--- src/rtl/fruit_pkg.sv ---
// Shared types and constants for the fruit scheduler and its slot datapath.
package fruit_pkg;

  localparam int unsigned FIXED_POINT_SHIFT = 7;
  localparam int unsigned TIMER_W           = 16;

  typedef enum logic [1:0] {
    IDLE = 2'd0,
    HANG = 2'd1,
    FALL = 2'd2
  } slot_state_t;

  typedef enum logic {
    SCHED_IDLE = 1'b0,
    SCHED_RUN  = 1'b1
  } sched_state_t;

  typedef struct packed {
    slot_state_t         state;
    logic signed [31:0]  y;
    logic signed [31:0]  speed;
    logic [TIMER_W-1:0]  timer;
  } slot_rec_t;

  function automatic logic signed [10:0] to_pixels(input logic signed [31:0] fx);
    logic signed [31:0] px;
    px = fx >>> FIXED_POINT_SHIFT;
    return px[10:0];
  endfunction

endpackage

--- src/rtl/fruit_slot_calc.sv ---
// Combinational next-record logic for one fruit slot; the scheduler shares a single
// instance across all slots.
module fruit_slot_calc
  import fruit_pkg::*;
#(
  parameter int INITIAL_Y      = 226,
  parameter int MIN_Y          = 200,
  parameter int MAX_Y          = 260,
  parameter int HANG_SPEED     = 40,
  parameter int GRAVITY        = 8,
  parameter int MAX_FALL_SPEED = 512,
  parameter int FLOOR_Y        = 544
) (
  input  slot_rec_t          cur,
  input  logic               hit,
  input  logic               kill,
  input  logic [TIMER_W-1:0] respawn_load,
  output slot_rec_t          nxt,
  output logic               score
);

  localparam logic signed [31:0] InitYFx   = 32'(INITIAL_Y * (2 ** FIXED_POINT_SHIFT));
  localparam logic signed [31:0] MinYFx    = 32'(MIN_Y * (2 ** FIXED_POINT_SHIFT));
  localparam logic signed [31:0] MaxYFx    = 32'(MAX_Y * (2 ** FIXED_POINT_SHIFT));
  localparam logic signed [31:0] FloorYFx  = 32'(FLOOR_Y * (2 ** FIXED_POINT_SHIFT));
  localparam logic signed [31:0] HangSpd   = 32'(HANG_SPEED);
  localparam logic signed [31:0] Grav      = 32'(GRAVITY);
  localparam logic signed [31:0] MaxFall   = 32'(MAX_FALL_SPEED);

  logic signed [31:0] spd;
  logic signed [31:0] ypos;

  always_comb begin
    nxt   = cur;
    score = 1'b0;
    spd   = cur.speed;
    ypos  = cur.y;
    unique case (cur.state)
      HANG: begin
        if (hit) begin
          nxt.state = FALL;
          nxt.speed = '0;
        end else begin
          if (ypos <= MinYFx && spd < 0) begin
            spd = -spd;
          end else if (ypos >= MaxYFx && spd > 0) begin
            spd = -spd;
          end
          nxt.speed = spd;
          nxt.y     = ypos + spd;
        end
      end
      FALL: begin
        if (kill) begin
          nxt.state = IDLE;
          nxt.timer = respawn_load;
          score     = 1'b1;
        end else begin
          spd = spd + Grav;
          if (spd > MaxFall) spd = MaxFall;
          ypos      = ypos + spd;
          nxt.speed = spd;
          nxt.y     = ypos;
          if (ypos >= FloorYFx) begin
            nxt.state = IDLE;
            nxt.timer = respawn_load;
          end
        end
      end
      IDLE: begin
        if (cur.timer == '0) begin
          nxt.state = HANG;
          nxt.y     = InitYFx;
          nxt.speed = HangSpd;
        end else begin
          nxt.timer = cur.timer - TIMER_W'(1);
        end
      end
      default: nxt.state = IDLE;
    endcase
  end

endmodule

--- src/rtl/fruit_scheduler.sv ---
// Time-multiplexed fruit motion scheduler: services one slot per clk after startOfFrame.
// Optional macro FRUIT_RANDOM_RESPAWN_EN adds an LFSR jitter to the respawn delay.
module fruit_scheduler
  import fruit_pkg::*;
#(
  parameter int unsigned NUM_FRUITS     = 4,
  parameter int          INITIAL_Y      = 226,
  parameter int          MIN_Y          = 200,
  parameter int          MAX_Y          = 260,
  parameter int          HANG_SPEED     = 40,
  parameter int          GRAVITY        = 8,
  parameter int          MAX_FALL_SPEED = 512,
  parameter int          FLOOR_Y        = 544,
  parameter int          RESPAWN_FRAMES = 90
) (
  input  logic                  clk,
  input  logic                  resetN,
  input  logic                  startOfFrame,
  input  logic [NUM_FRUITS-1:0] hitReq,
  input  logic [NUM_FRUITS-1:0] enemyHit,
  output logic signed [10:0]    topLeftY [NUM_FRUITS],
  output logic [NUM_FRUITS-1:0] visible,
  output logic [NUM_FRUITS-1:0] falling,
  output logic                  scorePulse,
  output logic                  busy,
  output logic                  overrun
);

  localparam int unsigned IdxW = (NUM_FRUITS > 1) ? $clog2(NUM_FRUITS) : 1;
  localparam logic [IdxW-1:0] LastIdx = IdxW'(NUM_FRUITS - 1);
  localparam logic signed [31:0] InitYFx = 32'(INITIAL_Y * (2 ** FIXED_POINT_SHIFT));

  sched_state_t          sched_q, sched_d;
  logic [IdxW-1:0]       idx_q, idx_d;
  logic                  service;
  slot_rec_t             recs_q [NUM_FRUITS];
  slot_rec_t             cur_rec, nxt_rec;
  logic                  calc_score;
  logic                  svc_hit, svc_kill;
  logic [NUM_FRUITS-1:0] hit_pend_q, hit_pend_d;
  logic [NUM_FRUITS-1:0] kill_pend_q, kill_pend_d;
  logic                  score_q;
  logic                  overrun_q;
  logic [TIMER_W-1:0]    respawn_load;

  // Scheduler FSM: state register
  always_ff @(posedge clk or negedge resetN) begin
    if (!resetN) begin
      sched_q <= SCHED_IDLE;
      idx_q   <= '0;
    end else begin
      sched_q <= sched_d;
      idx_q   <= idx_d;
    end
  end

  // Scheduler FSM: next state
  always_comb begin
    sched_d = sched_q;
    idx_d   = idx_q;
    unique case (sched_q)
      SCHED_IDLE: begin
        if (startOfFrame) begin
          sched_d = SCHED_RUN;
          idx_d   = '0;
        end
      end
      SCHED_RUN: begin
        if (idx_q == LastIdx) begin
          sched_d = SCHED_IDLE;
          idx_d   = '0;
        end else begin
          idx_d = idx_q + IdxW'(1);
        end
      end
      default: sched_d = SCHED_IDLE;
    endcase
  end

  // Scheduler FSM: outputs
  always_comb begin
    busy    = (sched_q == SCHED_RUN);
    service = busy;
  end

  // A pulse landing in the same clk as its slot's service is folded into that service.
  always_comb begin
    hit_pend_d  = hit_pend_q | hitReq;
    kill_pend_d = kill_pend_q | enemyHit;
    svc_hit     = hit_pend_q[idx_q] | hitReq[idx_q];
    svc_kill    = kill_pend_q[idx_q] | enemyHit[idx_q];
    if (service) begin
      hit_pend_d[idx_q]  = 1'b0;
      kill_pend_d[idx_q] = 1'b0;
    end
  end

  assign cur_rec = recs_q[idx_q];

  fruit_slot_calc #(
    .INITIAL_Y      (INITIAL_Y),
    .MIN_Y          (MIN_Y),
    .MAX_Y          (MAX_Y),
    .HANG_SPEED     (HANG_SPEED),
    .GRAVITY        (GRAVITY),
    .MAX_FALL_SPEED (MAX_FALL_SPEED),
    .FLOOR_Y        (FLOOR_Y)
  ) u_calc (
    .cur          (cur_rec),
    .hit          (svc_hit),
    .kill         (svc_kill),
    .respawn_load (respawn_load),
    .nxt          (nxt_rec),
    .score        (calc_score)
  );

`ifdef FRUIT_RANDOM_RESPAWN_EN
  logic [15:0] lfsr_q;

  // Galois form, taps 16,14,13,11
  always_ff @(posedge clk or negedge resetN) begin
    if (!resetN) begin
      lfsr_q <= 16'hACE1;
    end else if (startOfFrame) begin
      lfsr_q <= {1'b0, lfsr_q[15:1]} ^ (lfsr_q[0] ? 16'hB400 : 16'h0000);
    end
  end

  assign respawn_load = TIMER_W'(RESPAWN_FRAMES) + TIMER_W'(lfsr_q[5:0]);
`else
  assign respawn_load = TIMER_W'(RESPAWN_FRAMES);
`endif

  always_ff @(posedge clk or negedge resetN) begin
    if (!resetN) begin
      for (int i = 0; i < int'(NUM_FRUITS); i++) begin
        recs_q[i].state <= HANG;
        recs_q[i].y     <= InitYFx;
        recs_q[i].speed <= 32'(HANG_SPEED);
        recs_q[i].timer <= '0;
      end
    end else if (service) begin
      recs_q[idx_q] <= nxt_rec;
    end
  end

  always_ff @(posedge clk or negedge resetN) begin
    if (!resetN) begin
      hit_pend_q  <= '0;
      kill_pend_q <= '0;
      score_q     <= 1'b0;
      overrun_q   <= 1'b0;
    end else begin
      hit_pend_q  <= hit_pend_d;
      kill_pend_q <= kill_pend_d;
      score_q     <= service & calc_score;
      if (startOfFrame && busy) overrun_q <= 1'b1;
    end
  end

  always_comb begin
    for (int i = 0; i < int'(NUM_FRUITS); i++) begin
      topLeftY[i] = to_pixels(recs_q[i].y);
      visible[i]  = (recs_q[i].state != IDLE);
      falling[i]  = (recs_q[i].state == FALL);
    end
    scorePulse = score_q;
    overrun    = overrun_q;
  end

endmodule
--- config.mk ---
export PLATFORM = sky130hd
export DESIGN_NAME = fruit_scheduler
export DESIGN_NICKNAME = d
export VERILOG_FILES = /design/src/rtl/fruit_pkg.sv /design/src/rtl/fruit_slot_calc.sv /design/src/rtl/fruit_scheduler.sv
export SDC_FILE = /design/constraint.sdc
export NUM_CORES = 1
export LEC_CHECK = 0
export ABC_CLOCK_PERIOD_IN_PS = 8600
export BUFFER_PORTS_ARGS = -buffer_cell sky130_fd_sc_hd__buf_4
export CORE_MARGIN = 3
export CORE_UTILIZATION = 57
export CTS_CLUSTER_DIAMETER = 200
export DETAILED_ROUTE_END_ITERATION = 8
export PLACE_DENSITY = 0.77
export SYNTH_ARGS = -nofsm -noshare
export SYNTH_HDL_FRONTEND = slang
export SYNTH_SLANG_ARGS = --single-unit
--- constraint.sdc ---
create_clock -name clk -period 8.6 [get_ports clk]
set_input_delay 1.29 -clock clk [delete_from_list [all_inputs] [get_ports clk]]
set_output_delay 1.29 -clock clk [all_outputs]
set_load 0.03 [all_outputs]
# After elaboration in Yosys (flattened, before gate mapping)
# Index checks and enable logic that the tools add are counted.
# W data, S select, Z words.
[op_classes]
add_sub_neg = 6
mul = 0
n_div = 0
order_cmp = 10
eq_ne = 8
shifts = 0
mux = 46
bitwise_logic = 10
reduce_logical = 11
[op_table]
columns = ["cell", "n"]
rows = [
  ["$bwmux W328", 1],
  ["$mux W32", 9],
  ["$mux W82", 3],
  ["$pmux W64 S3", 1],
  ["$bmux W82 S2", 1],
  ["$demux W82 S2", 1],
  ["$mux W66", 1],
  ["$add A32 B32 Y32", 2],
  ["$mux W64", 1],
  ["$mux W16", 3],
  ["$add A32 B5 Y32 const B", 1],
  ["$ge A32 B17 Y1 const B", 1],
  ["$ge A32 B18 Y1 const B", 1],
  ["$gt A32 B1 Y1 const B", 1],
  ["$gt A32 B11 Y1 const B", 1],
  ["$le A32 B16 Y1 const B", 1],
  ["$lt A32 B1 Y1 const B", 1],
  ["$neg A32 Y32", 1],
  ["$pmux W16 S2", 1],
  ["$logic_not A16 Y1", 1],
  ["$sub A16 B1 Y16 const B", 1],
  ["$eq A2 B2 Y1 const B", 6],
  ["$mux W2", 5],
  ["$mux W1", 9],
  ["23 further kinds", 37],
]
[word_totals]
reg_bits = 341
latchBits = 0
ram_bits = 0
rom_bits = 0
in_bits = 11
output_inout_bits = 55
mem_count = 0

# Longest topological paths before layout
[logic_depth]
word_depth = 15
depth_mapped = 36

# Modules after synthesis
# From an unflattened synthesis, not the netlist that was laid out.
[unflattened]
cells_unflattened = 2091
area_unflattened_um2 = 22985.8
[by_module_without_submodules]
columns = ["mod", "n_inst", "cells_each", "area_each_um2", "seq_area_each_um2"]
rows = [
  ["fruit_scheduler", 1, 898, 15323.4, 8568.2],
  ["fruit_slot_calc", 1, 1193, 7662.3, 0.0],
]

# Worst setup path before layout
# No wires, ideal clock.
[synth_path]
path_kind = "flip-flop to flip-flop"
startpoint = "register idx_q[0]"
endpoint = "register recs_q[85] (netlist bit)"
arrival_ns = 8.140
required_time_ns = 8.474
path_slack_ns = 0.334
path_stages_with_launch = 35
synth_period_minus_slack_ns = 8.266
cell_sequence = "dfrtp_1 -> buf_6 -> buf_12 -> buf_6 -> buf_4 -> buf_2 -> buf_1 -> mux4_2 -> inv_1 -> ha_1 -> nand2b_1 -> nor4b_1 -> a31oi_1 -> or4_1 -> o31a_1 -> clkbuf_1 -> clkbuf_1 -> nor2_1 -> ha_1 -> a211oi_1 -> o21a_1 -> o31ai_1 -> o31a_1 -> and2_1 -> and2_1 -> a21boi_2 -> o31a_1 -> or4_1 -> a2111o_1 -> nor3_2 -> o21ai_1 -> nand2_2 -> buf_12 -> nor2_4 -> a221o_1"
[synth_via]
elab_chain_cells = 15
word_cells_on_any_way = 30
[synth_rtl]
columns = ["element", "line", "rtl"]
rows = [
  ["from (decl)", "fruit_scheduler.sv:34", "logic [IdxW-1:0] idx_q, idx_d;"],
  ["from (signal assigned)", "fruit_scheduler.sv:53", "idx_q <= idx_d;"],
  ["$not A2 Y3 (implied by the code)", "fruit_scheduler.sv:98, fruit_scheduler.sv:143", ""],
  ["$bmux W82 S2", "fruit_scheduler.sv:98", "assign cur_rec = recs_q[idx_q];"],
  ["$mux W82 (implied by the code) (2 in a row)", "fruit_scheduler.sv:98", ""],
  ["$add A32 B5 Y32", "fruit_slot_calc.sv:59", "spd = spd + Grav;"],
  ["$gt A32 B11 Y1", "fruit_slot_calc.sv:60", "if (spd > MaxFall) spd = MaxFall;"],
  ["$mux W32", "fruit_slot_calc.sv:60", ""],
  ["$mux W32", "fruit_slot_calc.sv:54", "if (kill) begin"],
  ["$mux W32", "fruit_slot_calc.sv:38", "unique case (cur.state)"],
  ["$add A32 B32 Y32", "fruit_slot_calc.sv:61", "ypos = ypos + spd;"],
  ["$ge A32 B18 Y1", "fruit_slot_calc.sv:64", "if (ypos >= FloorYFx) begin"],
  ["$mux W16", "fruit_slot_calc.sv:64", ""],
  ["$mux W16", "fruit_slot_calc.sv:54", ""],
  ["$pmux W16 S2", "fruit_slot_calc.sv:38", ""],
  ["$bwmux W328 (*)", "fruit_scheduler.sv:143", "recs_q[idx_q] <= nxt_rec;"],
  ["to (signal, indexed assignment)", "fruit_scheduler.sv:143", ""],
  ["to (decl)", "fruit_scheduler.sv:36", "slot_rec_t recs_q [NUM_FRUITS];"],
]
# Every way passes the cells marked *; elsewhere a longest branch is shown, timed or not. The select of a mux whose other input is x is not followed.
# A chain may end at the register's enable or synchronous reset.

# Final worst setup path
# Same ends and word-level chain as after synthesis.

==> summary.md <==
| Metric | Value |
|---|---|
| Cells after Synth | `2394` |
| Status | `finished, final reports clean` |
| Hold path depth | `2` |
| Post-Syn Nets | `2476` |
| Synth top cells by count | `nand2_1, dfrtp_1, o21ai_0` |
| Port Buffers | `65` |
| Flops & latches, synth | `341` |
| Met1 Routed Length | `27000 um` |
| Worst reg2reg setup slack | `0.25 ns` |
| Reg2reg start | `idx_q[0]$_DFFE_PN0P_` |
| Final Max Slew Viols | `0` |
| First-pass GRT wire length | `101000 um` |
| Initial antenna violation count | `0` |
| Later-pin clock latency in the skew report | `0.59 ns` |
| FFs w/ async S/R, synth | `between 90% and 100%` |
| Max cap viols | `0` |
| Unrepaired setup endpoints after global routing | `no` |
| Routed length on met3 | `5010 um` |
| Worst R2R End | `recs_q[85]$_DFFE_PN0P_` |
| Yosys Warn Count | `0` |
| Netlist cell types | `89` |
| Total Nets Final | `around 2400` |
| Final Hold Violating Endpoints | `0` |
| Global placement routability congestion | `0.980` |
| Register area share after synthesis | `39.3%` |
| Slew headroom | `28.4%` |
| Post-Syn Area per Cell | `a little over 9 sq um` |
| DRT Pass-1 Iters | `6` |
| Mapped Area | `~22000 sq um` |
| Critical path peak fanout | `13` |
| Worst-margin pin slew | `1.07 ns` |
| Post-DP HPWL | `44500 um` |
| Via count | `about 19000` |
| Maximum clock frequency | `120 MHz` |
| Largest net degree at the start of global routing | `162` |
| Ant diodes | `0` |
| Initial Utilization | `58.7%` |
| Slowest cell on crit path | `dfrtp_4` |
| Reg2reg path depth | `28` |
| Most area-hungry cell type in the Yosys netlist | `dfrtp_1` |
| CTS tree | `done` |
| Ratio of cells with drive above 1 in the final layout | `15.2%` |
| Area of the die | `40600 sq um` |
| Setup CP Type | `register to register` |
| Hold-fix buffers at CTS | `0` |
| Number of synthesized flops with an enable pin | `0` |
| Fin crit share | `97.1%` |
| Wire length per cell | `22.0 um` |
| Top sig layer | `met4` |
| GR Util All Layers | `31.1%` |
| Chip height | `202 um` |
| Vias in the first global route | `18298` |
| Critical path required time | `9.04 ns` |
| Num rows | `70` |
| Routed wire length | `63600 um` |
| Setup TNS | `0 ns` |
| Area grow syn2layout | `9.33%` |
| Clock Root Buffer | `clkbuf_16` |
| Gr ovfl total | `0` |
| Class of the worst hold path | `register to register` |
| I/O pin total | `66` |
| DIE WIDTH | `202 um` |
| Top-count cell post-synth | `nand2_1` |
| Hold path start | `recs_q[211]$_DFFE_PN0P_` |
| Type of origin of the critical path | `register` |
| Critical Path AT | `8.79 ns` |
| Reg clk slew, reported paths | `0.06 ns` |
| Core footprint | `37100 sq um` |
| Residual DRC | `0` |
| Layout fillers | `3077` |
| Clk sinks | `around 340` |
| Vias/cell | `6.46` |
| Synth top area share | `36.0%` |
| Final critical-path required period | `8.35 ns` |
| Clk buf depth | `3` |
| Setup crit end kind | `register` |
| Post-synth top flop | `dfrtp_1` |
| DRT iter0 DRCs | `1934` |
| Antenna Nets Post-Route | `0` |
| Clock Skew | `0.0450 ns` |
| Final setup fails | `0` |
| Inserted Clock Buffers | `37` |
| H-tree Lvls | `2` |
| Synth area leaders | `dfrtp_1, mux4_2, o21ai_0` |
| Largest stage delay on the critical path | `slightly below 0.6 ns` |
| Met2 wire len | `29300 um` |
| Worst Hold Endpoint | `recs_q[211]$_DFFE_PN0P_` |
## per-stage QoR
stage	cells	cell area (sq um)	hold WS (ns)	utilization [%]	setup WS [ns]
floorplan	2394	21800	0.440	-	0.334
global placement	2825	22400	0.443	60.4	0.296
detailed placement	2825	22400	0.452	60.4	0.211
CTS	2893	23700	0.469	63.9	0.182
global route	2897	23800	0.486	64.1	0.0194
finish	2897	23800	0.475	64.1	0.250
## worst max-delay path by stage
stage	from	to	slack, ns	depth (start not counted)
after floorplan	idx_q[0]$_DFFE_PN0P_	recs_q[85]$_DFFE_PN0P_	0.33	34
after global placement	idx_q[0]$_DFFE_PN0P_	recs_q[167]$_DFFE_PN0P_	0.30	28
after detailed placement	idx_q[0]$_DFFE_PN0P_	recs_q[167]$_DFFE_PN0P_	0.21	28
after CTS	idx_q[0]$_DFFE_PN0P_	recs_q[85]$_DFFE_PN0P_	0.18	28
after global routing	idx_q[0]$_DFFE_PN0P_	recs_q[85]$_DFFE_PN0P_	0.02	27
final	idx_q[0]$_DFFE_PN0P_	recs_q[85]$_DFFE_PN0P_	0.25	28
## worst max-delay path, delay by kind of cell, from the launching register on
| kind | cells | cell delay, ns |
|---|---|---|
| compound gates | 13 | 3.44 |
| fa+ha+maj | 2 | 0.71 |
| buf+inv | 4 | 0.80 |
| flops | 1 | 0.59 |
| mux | 1 | 0.47 |
| simple gates | 8 | 2.20 |
## per-layer routing
layer	global-route usage (%)	up-vias
met5	0	-
met4	12.1	0
met2	48.9	795
met1	43.7	9280
met3	4.92	146
li1	-	8506
## logic make-up (layout without fill, tap and decap cells)
family,count (synthesis),in the layout,synth area share [%]
flops,341,341,39.3
simple gates,828,828,17.3
compound gates,691,691,19.4
xor+xnor,111,111,4.46
mux,110,110,9.91
fa+ha+maj,72,72,4.20
buf+inv,241,240,5.44
## sequential cells by signal, summed over array words and instances, names as in the netlist
| name | flops |
|---|---|
| recs_q | 284 |
| topLeftY | 44 |
| overrun | 1 |
| idx_q | 2 |
| scorePulse | 1 |
| kill_pend_q | 4 |
| busy | 1 |
| hit_pend_q | 4 |
## cell type report
class | instances | area (sq um) | area share, %
clock buffers | 52 | 1080 | 4.55
clock inverters | 16 | 238 | 0.998
inverters | 44 | 165 | 0.693
multi-input cells | 1812 | 12100 | 50.8
flip-flops and latches | 341 | 8580 | 36.0
well taps | 504 | 631 | 2.65
repair buffers | 128 | 1030 | 4.33
## cell usage in the layout (no fill, tap or decap), drive strengths merged, types with 15 or more instances in the layout
| cell | instances |
|---|---|
| o21ai | 317 |
| and3 | 15 |
| a21o | 40 |
| dfstp | 28 |
| xor2 | 47 |
| a221oi | 41 |
| a31oi | 21 |
| and2 | 27 |
| nor2b | 19 |
| dfrtp | 313 |
| buf | 128 |
| xnor2 | 64 |
| nor4 | 20 |
| nor3 | 33 |
| inv | 46 |
| nand3 | 38 |
| o21bai | 15 |
| nor2 | 204 |
| mux4 | 83 |
| nand2 | 381 |
| ha | 69 |
| a21oi | 139 |
| mux2 | 15 |
| nand2b | 25 |
| clkbuf | 52 |
## timing repair
item,4_1_cts,5_1_grt
endpoints found under the setup margin,0,77
gates resized for setup,0,4
buffers inserted,0,4
Power is left out: the tool's default activity adds up to more than one toggle a clock period on the data nets, which glitch-free logic cannot reach.
